--- config.mk ---
export PLATFORM = sky130hd
export DESIGN_NAME = ifetch_unit
export DESIGN_NICKNAME = d
export VERILOG_FILES = /design/src/rtl/mips_pkg.sv /design/src/rtl/ifetch_fifo.sv /design/src/rtl/ifetch_unit.sv
export SDC_FILE = /design/constraint.sdc
export NUM_CORES = 1
export LEC_CHECK = 0
export BUFFER_PORTS_ARGS = -buffer_cell sky130_fd_sc_hd__buf_2
export CAP_MARGIN = 40
export CORE_AREA = 2 2 174 176
export DETAILED_ROUTE_END_ITERATION = 10
export DIE_AREA = 0 0 176 178
export HOLD_SLACK_MARGIN = 0.08
export MAX_ROUTING_LAYER = met4
export PLACE_DENSITY = 0.64
export SYNTH_ARGS = -nofsm -noshare
export SYNTH_HDL_FRONTEND = slang
export SYNTH_HIERARCHICAL = 1
export SYNTH_SLANG_ARGS = --single-unit
--- constraint.sdc ---
create_clock -name clk -period 7.5 [get_ports clk]
set_input_delay 0.375 -clock clk [delete_from_list [all_inputs] [get_ports clk]]
set_output_delay 0.375 -clock clk [all_outputs]
set_load 0.05 [all_outputs]
--- src/rtl/mips_pkg.sv ---
// Shared MIPS definitions: opcode/func constants, the instruction fetch FSM
// state encoding, the default reset PC and a branch offset helper.
package mips_pkg;

  localparam logic [5:0] OP_RTYPE = 6'b000000;
  localparam logic [5:0] OP_LW    = 6'b100011;
  localparam logic [5:0] OP_SW    = 6'b101011;
  localparam logic [5:0] OP_BEQ   = 6'b000100;
  localparam logic [5:0] OP_J     = 6'b000010;
  localparam logic [5:0] OP_JAL   = 6'b000011;
  localparam logic [5:0] FUNC_JR  = 6'b001000;

  localparam logic [31:0] DEFAULT_RESET_PC = 32'h0000_0000;

  // FETCH: may issue; WAIT: response owed to the live path;
  // DROP: response owed to a flushed path and must be thrown away.
  typedef enum logic [1:0] {
    S_FETCH = 2'd0,
    S_WAIT  = 2'd1,
    S_DROP  = 2'd2
  } ifetch_state_e;

  // Word offset of a beq immediate, sign-extended and scaled to bytes.
  function automatic logic [31:0] br_offset(input logic [15:0] imm);
    return {{14{imm[15]}}, imm, 2'b00};
  endfunction

endpackage

--- src/rtl/ifetch_fifo.sv ---
// Instruction buffer: DEPTH entries of {instr, pc}. The head entry is read
// straight out of flops so the decode stage sees a registered output.
// Flush beats push and pop; push on a full buffer is accepted only together
// with a pop.
module ifetch_fifo #(
  parameter int DEPTH = 2,
  parameter int W     = 64
) (
  input  logic         clk,
  input  logic         rst,
  input  logic         push,
  input  logic         pop,
  input  logic         flush,
  input  logic [W-1:0] wdata,
  output logic [W-1:0] rdata,
  output logic         full,
  output logic         empty
);

  localparam int AW = $clog2(DEPTH);

  logic [W-1:0]  mem_q [DEPTH];
  logic [AW-1:0] wr_q, rd_q;
  logic [AW:0]   cnt_q;
  logic          do_push, do_pop;

  assign full    = (cnt_q == (AW+1)'(DEPTH));
  assign empty   = (cnt_q == '0);
  assign do_pop  = pop & ~empty;
  assign do_push = push & (~full | do_pop);
  assign rdata   = mem_q[rd_q];

  // Pointer/count/storage update; reset also clears storage so the head
  // reads as zero out of reset.
  always_ff @(posedge clk) begin
    if (rst) begin
      wr_q  <= '0;
      rd_q  <= '0;
      cnt_q <= '0;
      for (int i = 0; i < DEPTH; i++) mem_q[i] <= '0;
    end else if (flush) begin
      wr_q  <= '0;
      rd_q  <= '0;
      cnt_q <= '0;
    end else begin
      if (do_push) begin
        mem_q[wr_q] <= wdata;
        wr_q        <= wr_q + AW'(1);
      end
      if (do_pop) rd_q <= rd_q + AW'(1);
      case ({do_push, do_pop})
        2'b10:   cnt_q <= cnt_q + (AW+1)'(1);
        2'b01:   cnt_q <= cnt_q - (AW+1)'(1);
        default: cnt_q <= cnt_q;
      endcase
    end
  end

endmodule

--- src/rtl/ifetch_unit.sv ---
// Instruction fetch front end: holds the PC, issues one outstanding word
// read to imem, buffers returned words and redirects on jr/j/jal/taken beq
// when the decode stage consumes the head instruction.
// Optional: define IFETCH_PERF_EN to add perf_fetch_cnt/perf_flush_cnt.
module ifetch_unit
  import mips_pkg::*;
#(
  parameter logic [31:0] RESET_PC   = DEFAULT_RESET_PC,
  parameter int          FIFO_DEPTH = 2
) (
  input  logic        clk,
  input  logic        rst,
  output logic        imem_req,
  output logic [31:0] imem_addr,
  input  logic        imem_ready,
  input  logic        imem_rvalid,
  input  logic [31:0] imem_rdata,
  output logic [31:0] Instruction,
  output logic [31:0] inst_pc,
  output logic        inst_valid,
  input  logic        inst_ready,
  input  logic        jump,
  input  logic        branch,
  input  logic        zero,
  input  logic        jumpreg,
  input  logic [31:0] busA,
  input  logic        jumplink,
  output logic [31:0] link_addr
`ifdef IFETCH_PERF_EN
  ,
  output logic [31:0] perf_fetch_cnt,
  output logic [31:0] perf_flush_cnt
`endif
);

  ifetch_state_e state_q;
  logic [31:0]   fetch_pc_q, req_pc_q;
  logic          consume, redirect, push;
  logic [31:0]   pc_plus4, target;
  logic          fifo_full, fifo_empty;
  logic [63:0]   head;
  logic          unused_bits;

  // jumplink only qualifies link_addr downstream; busA low bits are masked.
  assign unused_bits = ^{jumplink, busA[1:0]};

  assign consume     = inst_valid & inst_ready;
  assign pc_plus4    = inst_pc + 32'd4;
  assign link_addr   = pc_plus4;
  assign inst_valid  = ~fifo_empty;
  assign Instruction = head[63:32];
  assign inst_pc     = head[31:0];

  // Redirect target for the instruction being consumed, jr highest priority.
  always_comb begin
    redirect = 1'b0;
    target   = pc_plus4;
    if (consume) begin
      if (jumpreg) begin
        redirect = 1'b1;
        target   = {busA[31:2], 2'b00};
      end else if (jump) begin
        redirect = 1'b1;
        target   = {pc_plus4[31:28], Instruction[25:0], 2'b00};
      end else if (branch && zero) begin
        redirect = 1'b1;
        target   = pc_plus4 + br_offset(Instruction[15:0]);
      end
    end
  end

  // A redirect cycle never issues: the address would belong to the old path.
  assign imem_req  = ~rst & (state_q == S_FETCH) & ~fifo_full & ~redirect;
  assign imem_addr = fetch_pc_q;
  assign push      = (state_q == S_WAIT) & imem_rvalid & ~redirect;

  ifetch_fifo #(.DEPTH(FIFO_DEPTH), .W(64)) u_fifo (
    .clk   (clk),
    .rst   (rst),
    .push  (push),
    .pop   (consume),
    .flush (redirect),
    .wdata ({imem_rdata, req_pc_q}),
    .rdata (head),
    .full  (fifo_full),
    .empty (fifo_empty)
  );

  // Fetch FSM with PC tracking; a redirect during WAIT turns the owed
  // response into one that must be dropped.
  always_ff @(posedge clk) begin
    if (rst) begin
      state_q    <= S_FETCH;
      fetch_pc_q <= RESET_PC;
      req_pc_q   <= RESET_PC;
    end else begin
      if (redirect) fetch_pc_q <= target;
      case (state_q)
        S_FETCH: begin
          if (imem_req && imem_ready) begin
            state_q  <= S_WAIT;
            req_pc_q <= fetch_pc_q;
          end
        end
        S_WAIT: begin
          if (imem_rvalid) begin
            state_q <= S_FETCH;
            if (!redirect) fetch_pc_q <= fetch_pc_q + 32'd4;
          end else if (redirect) begin
            state_q <= S_DROP;
          end
        end
        S_DROP: begin
          if (imem_rvalid) state_q <= S_FETCH;
        end
        default: state_q <= S_FETCH;
      endcase
    end
  end

`ifdef IFETCH_PERF_EN
  logic [31:0] perf_fetch_q, perf_flush_q;
  assign perf_fetch_cnt = perf_fetch_q;
  assign perf_flush_cnt = perf_flush_q;

  // Free-running event counters, wrapping at 2^32.
  always_ff @(posedge clk) begin
    if (rst) begin
      perf_fetch_q <= '0;
      perf_flush_q <= '0;
    end else begin
      if (push)     perf_fetch_q <= perf_fetch_q + 32'd1;
      if (redirect) perf_flush_q <= perf_flush_q + 32'd1;
    end
  end
`endif

endmodule
# Word-level counts from Yosys, hierarchy flattened

Memories as Yosys holds them, arrays and structs flattened. A register that Yosys moved wholly into a read port is not among the register bits.
Index checks and enable logic that the tools add are counted.

Memories: 1
Register bits after elaboration: 70
Bits in writable memories: 128
Word-level logic and storage cells: 73

Bitwise operators: 13
Reductions and logical operators: 9
Eq/ne operators: 8
$add $sub $neg: 7
Mux-type cells: 29

Memory list:

| memory       | words | width | rd ports | clocked after memory_dff | wr ports | line              | RTL |
|---|---|---|---|---|---|---|---|
| u_fifo.mem_q | 2     | 64    | 1        | 1                        | 2        | ifetch_fifo.sv:22 | `logic [W-1:0] mem_q [DEPTH];` |

Operators with widths:

| operator                | number |
|---|---|
| $mux W32                | 8 |
| $add A32 B3 Y32 const B | 2 |
| $mux W64                | 1 |
| $reduce_or A64 Y1       | 1 |
| $add A32 B32 Y32        | 1 |
| $mux W1                 | 14 |
| $and A1 B1 Y1           | 8 |
| $mux W2                 | 4 |
| $eq A2 B2 Y1 const B    | 3 |
| $pmux W2 S3             | 1 |
| $eq A2 B1 Y1 const B    | 2 |
| $logic_not A2 Y1        | 2 |
| $not A1 Y1              | 4 |
| $pmux W2 S2             | 1 |
| $ne A3 B3 Y1 const B    | 1 |
| $reduce_and A3 Y1       | 1 |
| $add A1 B1 Y1 const B   | 2 |
| $add A2 B1 Y2 const B   | 1 |
| $logic_and A1 B1 Y1     | 2 |
| $ne A2 B1 Y1 const B    | 1 |
| $ne A2 B2 Y1 const B    | 1 |
| $reduce_and A2 Y1       | 1 |
| $reduce_bool A2 Y1      | 1 |
| $reduce_or A2 Y1        | 1 |
| other kinds (2)         | 2 |

# Logic depth before layout (Yosys ltp)

Word-level depth: 14
Depth in mapped cells: 19

# Hierarchy

Netlist, hierarchy kept.

By module, submodules not included:

| module      | area an instance (um^2) | times used | seq. area each (um^2) | cells an instance |
|---|---|---|---|---|
| ifetch_fifo | 5908.2                  | 1          | 3943.8                | 374 |
| ifetch_unit | 5730.5                  | 1          | 1321.3                | 773 |

# Worst setup path after synthesis

No wires, ideal clock.

Path type: flip-flop to flip-flop
From: reg with a tool-made name
To: reg fetch_pc_q[31] (netlist: imem_addr[31])
Period minus slack after synthesis: 5.163 ns
Required time: 7.426 ns
Cell stages (with the launch flop): 20
Slack: 2.337 ns
Setup time: 0.074 ns
Data arrival time: 5.088 ns
Buffers on the path: 3
Cell sequence: dfxtp_1 > clkbuf_1 > buf_2 > mux2_2 > ha_1 > nand4_1 > or4b_1 > clkbuf_1 > nor3_4 > nand2_1 > xnor2_1 > ha_1 > a21o_1 > a21o_1 > and2_1 > nor2_1 > o221ai_1 > o21ba_1 > o31ai_2 > a31oi_1

RTL lines:

| what                   | line               | RTL |
|---|---|---|
| end signal: assignment | ifetch_unit.sv:97  | `if (redirect) fetch_pc_q <= target;` |
| end signal: assignment | ifetch_unit.sv:108 | `if (!redirect) fetch_pc_q <= fetch_pc_q + 32'd4;` |
| end: declaration       | ifetch_unit.sv:37  | `logic [31:0] fetch_pc_q, req_pc_q;` |

==> metrics.log <==
[metrics] syn nets: 1259
[metrics] Global Route met2 Usage: 39.0%
[metrics] flop and latch count out of synthesis: 199
[metrics] reported max-cap violation count: 0
[metrics] Lkg Pwr: 5.46 nW
[metrics] hold-fix buffer count after cts: 0
[metrics] Wirelength per Cell: 20.4 um
[metrics] Seq/Total Area, Yosys: 45.2%
[metrics] setup TNS: 0 ns
[metrics] cell types with the largest area share after synthesis: sky130_fd_sc_hd__edfxtp_1 (33%), sky130_fd_sc_hd__dfxtp_1 (12%), sky130_fd_sc_hd__mux2_2 (6.3%), sky130_fd_sc_hd__and2_1 (5.6%), sky130_fd_sc_hd__nand2_1 (4.2%)
[metrics] placed wire-length estimate: 25200 um
[metrics] post-detailed-route DRC marker count: 0
[metrics] area share of the largest cell type after synthesis: 33.0%
[metrics] post-route antenna net violation count: 0
[metrics] number of enable flip-flop cells after synthesis: 128
[metrics] maximum VDD drop: 0.156 mV
[metrics] headroom to the max-slew limit: 40.9%
[metrics] Worst Path Required: 7.88 ns
[metrics] Global Route met1 Usage: 28.7%
[metrics] growth of design area from synthesis to finish: 15.9%
[metrics] synthesized area per cell: 10.1 um^2
[metrics] first-pass GRT wire length: 52800 um
[metrics] path type of the worst setup path: flip-flop to flip-flop
[metrics] Clock transition at path regs: 0.08 ns
[metrics] highest fanout seen on the critical path: 19
[metrics] final cycle utilization of the critical path: 63.6%
[metrics] H-Tree Level Count: 4
[metrics] busiest metal layer after global routing: met2
[metrics] y dimension of the die: 178 um
[metrics] nature of the critical path startpoint: flip-flop
[metrics] netlist area before placement: 11600 um^2
[metrics] pin count of the biggest net entering global routing: 74
[metrics] number of I/O port buffers: 200
[metrics] share of layout cells above drive strength 1: 28.0%
[metrics] aggregate global-route resource usage: 23.2%
[metrics] initial antenna violation count: 2
[metrics] final setup violation count: 0
[metrics] Tmin final: 4.77 ns
[metrics] Starting Density: 39.6%
[metrics] Vias per Instance: 5.49
[metrics] number of nets at the end of the flow: 1426
[metrics] CTS Root Buffer Type: sky130_fd_sc_hd__clkbuf_16
[metrics] library cell occupying the most area in the post-synthesis netlist: sky130_fd_sc_hd__edfxtp_1
[metrics] worst endpoint data arrival time: 5.15 ns
[metrics] gp weighted congestion: 0.907
[metrics] CTS tree: yes
[metrics] placeable core region: 29400 um^2
[metrics] number of warnings reported in the yosys synthesis log: 6
[metrics] Cell variety after synth: 80
[metrics] IO Pins: 204
[metrics] clk sink count: 199
[metrics] worst hold path startpoint: imem_rvalid
[metrics] commonest register cell after synthesis: sky130_fd_sc_hd__edfxtp_1
[metrics] most numerous cell in the Yosys netlist: sky130_fd_sc_hd__nand2_1
[metrics] Die Footprint: 31300 um^2
[metrics] via count of the first global-routing pass: 8839
[metrics] Post-CTS Setup Repair Bufs: 0
[metrics] layout filler cell count: 2834
[metrics] detailed-routing iteration count for the pre-antenna-repair pass: 5
[metrics] final core area utilization: 45.9%
[metrics] number of endpoints with negative hold slack in the final report: 0
[metrics] clock buffer count from CTS: 17
[metrics] Crit. End Element: flip-flop
[metrics] die boundary width: 176 um
[metrics] post_cts resized: 0
[metrics] Power per Cell Area: 191 nW/um^2
[metrics] setup clock skew after layout: 0.0152 ns
[metrics] Cells after Synth: 1147
[metrics] remaining global-route overflow: 0
[metrics] Final Slew Violations: 0
[metrics] initial drt markers: 633
[metrics] class of the most critical hold timing path: input pin to flip-flop
[metrics] met3 usage in global routing: 3.64%
[metrics] Synth top cells by count: sky130_fd_sc_hd__nand2_1 (131), sky130_fd_sc_hd__edfxtp_1 (128), sky130_fd_sc_hd__and2_1 (104), sky130_fd_sc_hd__a21oi_1 (92), sky130_fd_sc_hd__dfxtp_1 (71)
[metrics] total via count after detailed routing: 9445
[metrics] clock insertion delay at the later pin of the skew report: 0.46 ns
[metrics] site row count: 63
[metrics] Longest Clk Path Bufs: 2
[metrics] measured slew at the worst slew-check pin: 0.886 ns
[metrics] Fmax achieved: 210 MHz
[metrics] fraction of synthesis flops using an asynchronous set or reset pin: 0%
[metrics] aggregate routed wire length: 35100 um
[metrics] setup repair after global routing missed its margin: no
[metrics] result of the run: finished, final reports clean
[critical path, cell delays in order, from the launching register on]
cell and delay [ns]:
sky130_fd_sc_hd__dfxtp_2 0.71, sky130_fd_sc_hd__mux2_2 0.35, sky130_fd_sc_hd__ha_1 0.22, sky130_fd_sc_hd__nand4_1 0.21, sky130_fd_sc_hd__or4b_1 0.74, sky130_fd_sc_hd__nor3_4 0.31, sky130_fd_sc_hd__nand2_1 0.10, sky130_fd_sc_hd__xnor2_1 0.32
sky130_fd_sc_hd__ha_1 0.36, sky130_fd_sc_hd__a21o_1 0.20, sky130_fd_sc_hd__a21o_1 0.19, sky130_fd_sc_hd__and2_1 0.19, sky130_fd_sc_hd__nor2_1 0.15, sky130_fd_sc_hd__o221ai_1 0.14, sky130_fd_sc_hd__o21ba_1 0.27, sky130_fd_sc_hd__o31ai_2 0.06
sky130_fd_sc_hd__a31oi_1 0.19
[power breakdown]
part / switching, mW / total (mW) / internal [mW]
sequential: 0.0152 / 1.21 / 1.19
clock: 0.498 / 0.967 / 0.469
combinational: 0.289 / 0.405 / 0.116
[per-stage QoR]
step | cell area [um^2] | hold WS (ns) | total power [mW] | cells | setup slack, ns
2_1_floorplan | 11600 | 0.437 | 1.52 | 1147 | 2.34
3_3_place_gp | 12800 | 0.446 | 1.63 | 1683 | 2.39
3_5_place_dp | 12900 | 0.453 | 1.64 | 1685 | 2.77
4_1_cts | 13500 | 0.112 | 2.60 | 1717 | 2.74
5_1_grt | 13500 | 0.111 | 2.67 | 1719 | 2.30
6_report | 13500 | 0.125 | 2.58 | 1719 | 2.73
[final timing paths]
kind / slack [ns] / cells after the start / end
worst max-delay path: 2.73 / 16 / imem_addr[31]
worst min-delay path: 0.13 / 2 / state_q[1]
worst min register to register: 0.46 / 2 / req_pc_q[4]
worst max register to register: 2.73 / 16 / imem_addr[31]
[placed cells by master, fill, tap and decap left out, types with 14 or more instances in the layout]
master	n
sky130_fd_sc_hd__buf_2	200
sky130_fd_sc_hd__nand2_1	131
sky130_fd_sc_hd__edfxtp_1	128
sky130_fd_sc_hd__and2_1	104
sky130_fd_sc_hd__a21oi_1	92
sky130_fd_sc_hd__dfxtp_1	70
sky130_fd_sc_hd__mux2_2	65
sky130_fd_sc_hd__nor2_1	60
sky130_fd_sc_hd__xnor2_1	47
sky130_fd_sc_hd__ha_1	37
sky130_fd_sc_hd__xor2_1	31
sky130_fd_sc_hd__and2_4	30
sky130_fd_sc_hd__nand3_1	29
sky130_fd_sc_hd__o21ai_0	26
sky130_fd_sc_hd__nand4_1	23
sky130_fd_sc_hd__clkbuf_16	17
sky130_fd_sc_hd__inv_1	15
sky130_fd_sc_hd__a221oi_1	15
sky130_fd_sc_hd__a21o_1	14
[final cells by class]
class	instances	area, um^2	share of cell area (%)
tap	390	488	3.62
inverter	18	67.6	0.501
sequential	199	5270	39.0
clock inverter	14	180	1.34
clock buffer	18	439	3.26
multi-input combinational	865	5900	43.7
antenna	2	5.00	0.0371
timing repair buffer	213	1140	8.48
[cells by family after synthesis]
kind of cell	after synthesis	synth area share, %
XOR/XNOR	78	5.87
AND/OR/NAND/NOR	445	21.1
AO/OA/AOI/OAI	235	13.0
adder cells (fa/ha/maj)	38	4.15
multiplexers	69	6.63
flip-flops	199	45.2
buffers and inverters	83	4.06
[flip-flops by register name (all words and copies together) (netlist names), named ones only]
register,count
u_fifo/mem_q,128
imem_addr,32
req_pc_q,32
state_q,2
u_fifo/cnt_q,2
u_fifo/rd_q,1
u_fifo/wr_q,1
[layer usage]
metal	vias to the layer above	wire length (um)
met2	332	17300
met3	45	2150
met1	4595	14700
li1	4473	-
met4	0	926
met5	-	0
(Power assumes the default switching activity.)
